$ cat src/rtl/unified_divider.sv
// unified_divider: 16-bit by 7-bit sequential divider with independent operand
// signedness, radix-2 restoring core and fixed 18-edge start-to-done latency.
module unified_divider (
  input  logic        clk,
  input  logic        rst_n,
  input  logic        start,
  input  logic [15:0] dividend,
  input  logic [6:0]  divisor,
  input  logic        sel1,
  input  logic        sel2,
  output logic        busy,
  output logic        done,
  output logic [15:0] quotient,
  output logic [7:0]  remainder,
  output logic        div_by_zero,
  output logic        overflow
);

  localparam int unsigned DVD_W  = 16;
  localparam int unsigned DVS_W  = 7;
  localparam int unsigned REM_W  = 8;
  localparam int unsigned QEXT_W = DVD_W + 1;
  localparam int unsigned CNT_W  = 4;
  localparam logic [CNT_W-1:0] LAST_STEP = CNT_W'(DVD_W - 1);

  typedef enum logic [1:0] {
    IDLE = 2'd0,
    PREP = 2'd1,
    DIV  = 2'd2,
    FIX  = 2'd3
  } state_e;

  state_e             state_q;

  // captured request
  logic [DVD_W-1:0]   dvd_q;
  logic [DVS_W-1:0]   dvs_q;
  logic               sel1_q;
  logic               sel2_q;

  // datapath
  logic [DVD_W-1:0]   acc_q;      // dividend magnitude, shifts into quotient
  logic [DVS_W-1:0]   part_q;     // partial remainder (always < divisor)
  logic [DVS_W-1:0]   dvs_mag_q;
  logic [CNT_W-1:0]   cnt_q;
  logic               dvd_neg_q;
  logic               res_neg_q;
  logic               signed_q;

  // registered outputs
  logic               busy_q;
  logic               done_q;
  logic [DVD_W-1:0]   quo_q;
  logic [REM_W-1:0]   rem_q;
  logic               dbz_q;
  logic               ovf_q;

  // combinational next values
  logic               dvd_neg_d;
  logic               dvs_neg_d;
  logic [DVD_W-1:0]   dvd_mag_d;
  logic [DVS_W-1:0]   dvs_mag_d;
  logic [DVS_W:0]     part_sh;
  logic               q_bit;
  logic [DVS_W-1:0]   part_d;
  logic [DVD_W-1:0]   acc_d;
  logic [QEXT_W-1:0]  q_ext;
  logic [QEXT_W-1:0]  q_res;
  logic               ovf_d;
  logic [REM_W-1:0]   rem_ext;
  logic [REM_W-1:0]   rem_d;
  logic               dbz_d;

  // Operand magnitudes and signs from the captured request.
  always_comb begin
    dvd_neg_d = sel1_q & dvd_q[DVD_W-1];
    dvs_neg_d = sel2_q & dvs_q[DVS_W-1];
    dvd_mag_d = dvd_neg_d ? DVD_W'(~dvd_q + DVD_W'(1)) : dvd_q;
    dvs_mag_d = dvs_neg_d ? DVS_W'(~dvs_q + DVS_W'(1)) : dvs_q;
  end

  // One restoring-division step: shift in the next dividend bit, trial subtract.
  always_comb begin
    part_sh = {part_q, acc_q[DVD_W-1]};
    q_bit   = (part_sh >= {1'b0, dvs_mag_q});
    part_d  = q_bit ? DVS_W'(part_sh - {1'b0, dvs_mag_q}) : part_sh[DVS_W-1:0];
    acc_d   = {acc_q[DVD_W-2:0], q_bit};
  end

  // Sign fix-up; the 17-bit result keeps -65535 exact so overflow is just
  // "top two bits disagree" for a signed result.
  always_comb begin
    q_ext   = {1'b0, acc_q};
    q_res   = res_neg_q ? QEXT_W'(~q_ext + QEXT_W'(1)) : q_ext;
    ovf_d   = signed_q & (q_res[QEXT_W-1] ^ q_res[QEXT_W-2]);
    rem_ext = {1'b0, part_q};
    rem_d   = dvd_neg_q ? REM_W'(~rem_ext + REM_W'(1)) : rem_ext;
    dbz_d   = (dvs_mag_q == '0);
  end

  // Control FSM and all state registers.
  always_ff @(posedge clk or negedge rst_n) begin
    if (!rst_n) begin
      state_q   <= IDLE;
      dvd_q     <= '0;
      dvs_q     <= '0;
      sel1_q    <= 1'b0;
      sel2_q    <= 1'b0;
      acc_q     <= '0;
      part_q    <= '0;
      dvs_mag_q <= '0;
      cnt_q     <= '0;
      dvd_neg_q <= 1'b0;
      res_neg_q <= 1'b0;
      signed_q  <= 1'b0;
      busy_q    <= 1'b0;
      done_q    <= 1'b0;
      quo_q     <= '0;
      rem_q     <= '0;
      dbz_q     <= 1'b0;
      ovf_q     <= 1'b0;
    end else begin
      case (state_q)
        IDLE: begin
          done_q <= 1'b0;
          // a start coinciding with the done pulse is dropped
          if (start && !done_q) begin
            dvd_q   <= dividend;
            dvs_q   <= divisor;
            sel1_q  <= sel1;
            sel2_q  <= sel2;
            busy_q  <= 1'b1;
            state_q <= PREP;
          end
        end
        PREP: begin
          acc_q     <= dvd_mag_d;
          dvs_mag_q <= dvs_mag_d;
          part_q    <= '0;
          cnt_q     <= '0;
          dvd_neg_q <= dvd_neg_d;
          res_neg_q <= dvd_neg_d ^ dvs_neg_d;
          signed_q  <= sel1_q | sel2_q;
          state_q   <= DIV;
        end
        DIV: begin
          acc_q  <= acc_d;
          part_q <= part_d;
          cnt_q  <= CNT_W'(cnt_q + CNT_W'(1));
          if (cnt_q == LAST_STEP) begin
            state_q <= FIX;
          end
        end
        FIX: begin
          if (dbz_d) begin
            quo_q <= '1;
            rem_q <= '0;
            dbz_q <= 1'b1;
            ovf_q <= 1'b0;
          end else begin
            quo_q <= q_res[DVD_W-1:0];
            rem_q <= rem_d;
            dbz_q <= 1'b0;
            ovf_q <= ovf_d;
          end
          done_q  <= 1'b1;
          busy_q  <= 1'b0;
          state_q <= IDLE;
        end
        default: state_q <= IDLE;
      endcase
    end
  end

  assign busy        = busy_q;
  assign done        = done_q;
  assign quotient    = quo_q;
  assign remainder   = rem_q;
  assign div_by_zero = dbz_q;
  assign overflow    = ovf_q;

endmodule
$ cat config.mk
export PLATFORM = sky130hd
export DESIGN_NAME = unified_divider
export DESIGN_NICKNAME = d
export VERILOG_FILES = /design/src/rtl/unified_divider.sv
export SDC_FILE = /design/constraint.sdc
export NUM_CORES = 1
export LEC_CHECK = 0
export ABC_AREA = 1
export CORE_ASPECT_RATIO = 1.5
export CORE_MARGIN = 5
export CORE_UTILIZATION = 57
export DETAILED_ROUTE_END_ITERATION = 16
export PLACE_DENSITY = 0.81
export SLEW_MARGIN = 20
export SYNTH_ARGS = -nofsm -noshare
export SYNTH_HDL_FRONTEND = slang
export SYNTH_SLANG_ARGS = --single-unit
$ cat constraint.sdc
create_clock -name clk -period 2.1 [get_ports clk]
set_input_delay 0.42 -clock clk [delete_from_list [all_inputs] [get_ports clk]]
set_output_delay 0.42 -clock clk [all_outputs]
set_load 0.02 [all_outputs]
==> results.md <==
* Status: completed
* Simple-gate share of the synthesized area at 24.17%
* CTS Buf Count at 9
* Maximum vdd drop at 0.0009494 V
* Largest family of logic cells by synthesized area: simple AND/OR/NAND/NOR gates
* Grt ovf at 0
* Final Hold Vio Count at 0
* Sequential share of the synthesized area at 45.38%
* Synth Cell Area at 0.005074 sq mm
* Routability cong. at 0.9189
* R2R depth at 9
* Overall routing resource usage at 22.91%
* Max Cap Violations at 0
* Initial antenna violation count at 0
* Detail Route met2 WL at 6060 microns
* Max Fclk at 511.3 MHz
* Final setup violation count at 0
* Most used cell, CP: nand2_1
* Min Tclk post-route at 1.956 ns
* Area of the multi-input gates at 0.002335 sq mm
* Clk_lat worst skew at 0.34 ns
* Worst hold slack at 0.4802 ns
* Fill cells at 694
* XOR/XNOR share of the synthesized area at 2.762%
* PwrDens at 1800 mW/mm^2
* Rel. slew slack at 69.50%
* Library cells used by synthesis at 38
* Die H at 125.6 microns
* Port buffer count at 55
* Metal-1 WL at 4842 microns
* Commonest non-fill, non-tap cell in the layout: nand2_1
* Antenna viol nets, final at 0
* CP Data Arrival Time at 2.19 ns
* Crit path max fanout at 11
* Clock Tree Buf Depth at 2
* Worst path max stage delay at 0.43 ns
* DR top layer: met4
* CP startpoint kind: register
* Crit path kind: register to register
* Layout Skew at 0.003998 ns
* Row count at 42
* Tcrit/Tclk final at 93.13%
* CP Cell Sequence: inv_1 > ha_1 > fa_1 > o21ai_2 > nand2_2 > nand3_4 > nand3_1 > nand2_1 > nand2_1
* Die X at 87.03 microns
* Yosys warning count at 0
* Area growth syn-to-layout at 20.86%
* Sink of the worst hold path: overflow$_DFFE_PN0P_
* WL/cell at 14.39 microns
* Synth Area in Adders at 4.340%
* Met3 wire len at 584 microns
* CTS tree: built
* CP endpoint kind: register
* Critical path's slowest cell: fa_1
* Total die area at 0.01093 sq mm
* Post-Synthesis Cells at 649
* Postcts setup bufs at 0
* RSZ-0062 raised after global routing: false
* Power Total at 11040 uW
* DRT Pass-1 Iters at 5
* Hold Path Stages at 2
* CTS Root Cell: clkbuf_16
* Top Ports at 56
* Hpwl dp at 8626 microns
* Worst R2R End: part_q[5]$_DFFE_PN0P_
* Multiplexer share of the synthesized area at 0.6658%
* Setup TNS at 0 ns
* Synth Area in Compound Gates at 13.93%
* RR Startpoint: acc_q[15]$_DFFE_PN0P_
* DR vias at 4539
* FF/Latch Area at 0.002302 sq mm
* # clock sinks at 92
* Starting density of the core at 57.81%
* Most frequent cells in the layout: 130 x nand2_1, 92 x dfrtp_1, 88 x inv_1
* Vias in the first global route at 4465
* Post-Syn Nets at 694
* First-pass GRT wire length at 20230 microns
* Via density per instance at 5.515
* Leakage at 0.002964 uW
* # diodes at 0
* Min-delay src: overflow$_DFFE_PN0P_
* 1st-iter DRT viols at 280
* FF-to-FF setup slack at 0.14 ns
* Clock transition at path regs at 0.06 ns
* Yosys reg bits at 92
* Core area at 0.008776 sq mm
* Mean Syn Cell Area at 7.818 sq um
* H-tree Lvls at 3
* Share of layout cells above drive strength 1 at 6.592%
* DRC violations left at 0
* Max-slew violations at 0
* Routed WL at 11840 microns
* Hold Path Class: register to register
* Fin nets at 754
* Critical path required time at 2.33 ns
* Worst slew pin tran at 0.4547 ns
* Largest net degree at the start of global routing at 50
==> report_power, final <==
group / switching (uW) / internal, uW
clock: 655 / 1180
sequential: 618 / 2620
combinational: 3680 / 2280
total: 4960 / 6080
==> worst max-delay path by stage <==
stage / start / end / slack, ns / depth (start not counted)
after floorplan: acc_q[15]$_DFFE_PN0P_ / part_q[2]$_DFFE_PN0P_ / 0.27 / 10
after global placement: acc_q[15]$_DFFE_PN0P_ / part_q[2]$_DFFE_PN0P_ / 0.22 / 9
after detailed placement: acc_q[15]$_DFFE_PN0P_ / part_q[5]$_DFFE_PN0P_ / 0.12 / 9
after CTS: acc_q[15]$_DFFE_PN0P_ / part_q[5]$_DFFE_PN0P_ / 0.11 / 9
after global routing: acc_q[15]$_DFFE_PN0P_ / part_q[5]$_DFFE_PN0P_ / 0.03 / 9
final: acc_q[15]$_DFFE_PN0P_ / part_q[5]$_DFFE_PN0P_ / 0.14 / 9
==> registers in the layout, indices dropped and copies added (netlist names) <==
register and count:
acc_q 16, busy 1, cnt_q 4, div_by_zero 1, done 1, dvd_neg_q 1, dvd_q 16, dvs_mag_q 7
dvs_q 7, overflow 1, part_q 7, quotient 16, remainder 8, res_neg_q 1, sel1_q 1, sel2_q 1
signed_q 1, state_q 2
==> cells in the mapped netlist, drive strengths merged <==
| library cell | number | area [sq um] |
|---|---|---|
| nand2 | 133 | 506.7 |
| dfrtp | 92 | 2302 |
| inv | 89 | 334.1 |
| nor2 | 86 | 327.8 |
| nand3 | 55 | 280.3 |
| o21ai | 42 | 232.7 |
| a21oi | 40 | 200.2 |
| ha | 16 | 200.2 |
| xor2 | 15 | 131.4 |
| o22ai | 13 | 81.33 |
| buf | 11 | 68.81 |
| nand4 | 11 | 68.82 |
| clkbuf | 8 | 30.03 |
| a31oi | 7 | 43.79 |
| o221ai | 7 | 61.31 |
| nor3 | 4 | 30.03 |
| o21bai | 4 | 30.03 |
| clkinv | 3 | 11.26 |
| mux2 | 3 | 33.78 |
| or2 | 2 | 12.51 |
| a21boi | 1 | 18.77 |
| a22o | 1 | 8.760 |
| a22oi | 1 | 7.510 |
| fa | 1 | 20.02 |
| o211ai | 1 | 7.510 |
| o21a | 1 | 7.510 |
| o31ai | 1 | 7.510 |
| xnor2 | 1 | 8.760 |
==> repair_timing <==
action	CTS	global route
resized for setup	0	1
setup endpoints to repair	0	4
hold buffers	1	0
endpoints found under the hold margin	21	0
==> worst max-delay path, delay by kind of cell, from the launching register on <==
kind	cells	cell delay, ns
buf+inv	1	0.06
fa+ha+maj	2	0.67
flops	1	0.34
simple gates	5	0.54
compound gates	1	0.24
==> cell families (layout without fill, tap and decap cells) <==
group                    Yosys count  in the layout
AND/OR/NAND/NOR                  291            291
AO/OA/AOI/OAI                    119            119
buffers and inverters            111            175
flip-flops                        92             92
adder cells (fa/ha/maj)           17             17
XOR/XNOR                          16             16
multiplexers                       3              3
==> through the flow <==
step	instance area, sq um	std cells	utilization (%)	setup WS (ns)
floorplan	5074	649	-	0.2667
global placement	5776	807	65.81	0.2235
detailed placement	5776	807	65.81	0.1180
CTS	6125	823	69.79	0.1099
global route	6132	823	69.87	0.03153
finish	6132	823	69.87	0.1444
==> layer usage <==
metal | vias up | global-route usage, %
met2 | 147 | 38.12
met1 | 2118 | 28.85
met5 | - | 0
li1 | 2244 | -
met4 | 0 | 11.83
met3 | 30 | 2.502
==> area by class of cell <==
cell class,count,area share (%)
Sequential cell,92,37.54
Tap cell,110,2.244
Clock inverter,5,1.632
Timing Repair Buffer,68,10.98
Clock buffer,10,3.897
Multi-Input combinational cell,446,38.07
Inverter,92,5.632
Note: power is estimated with default switching activity, not from simulation.
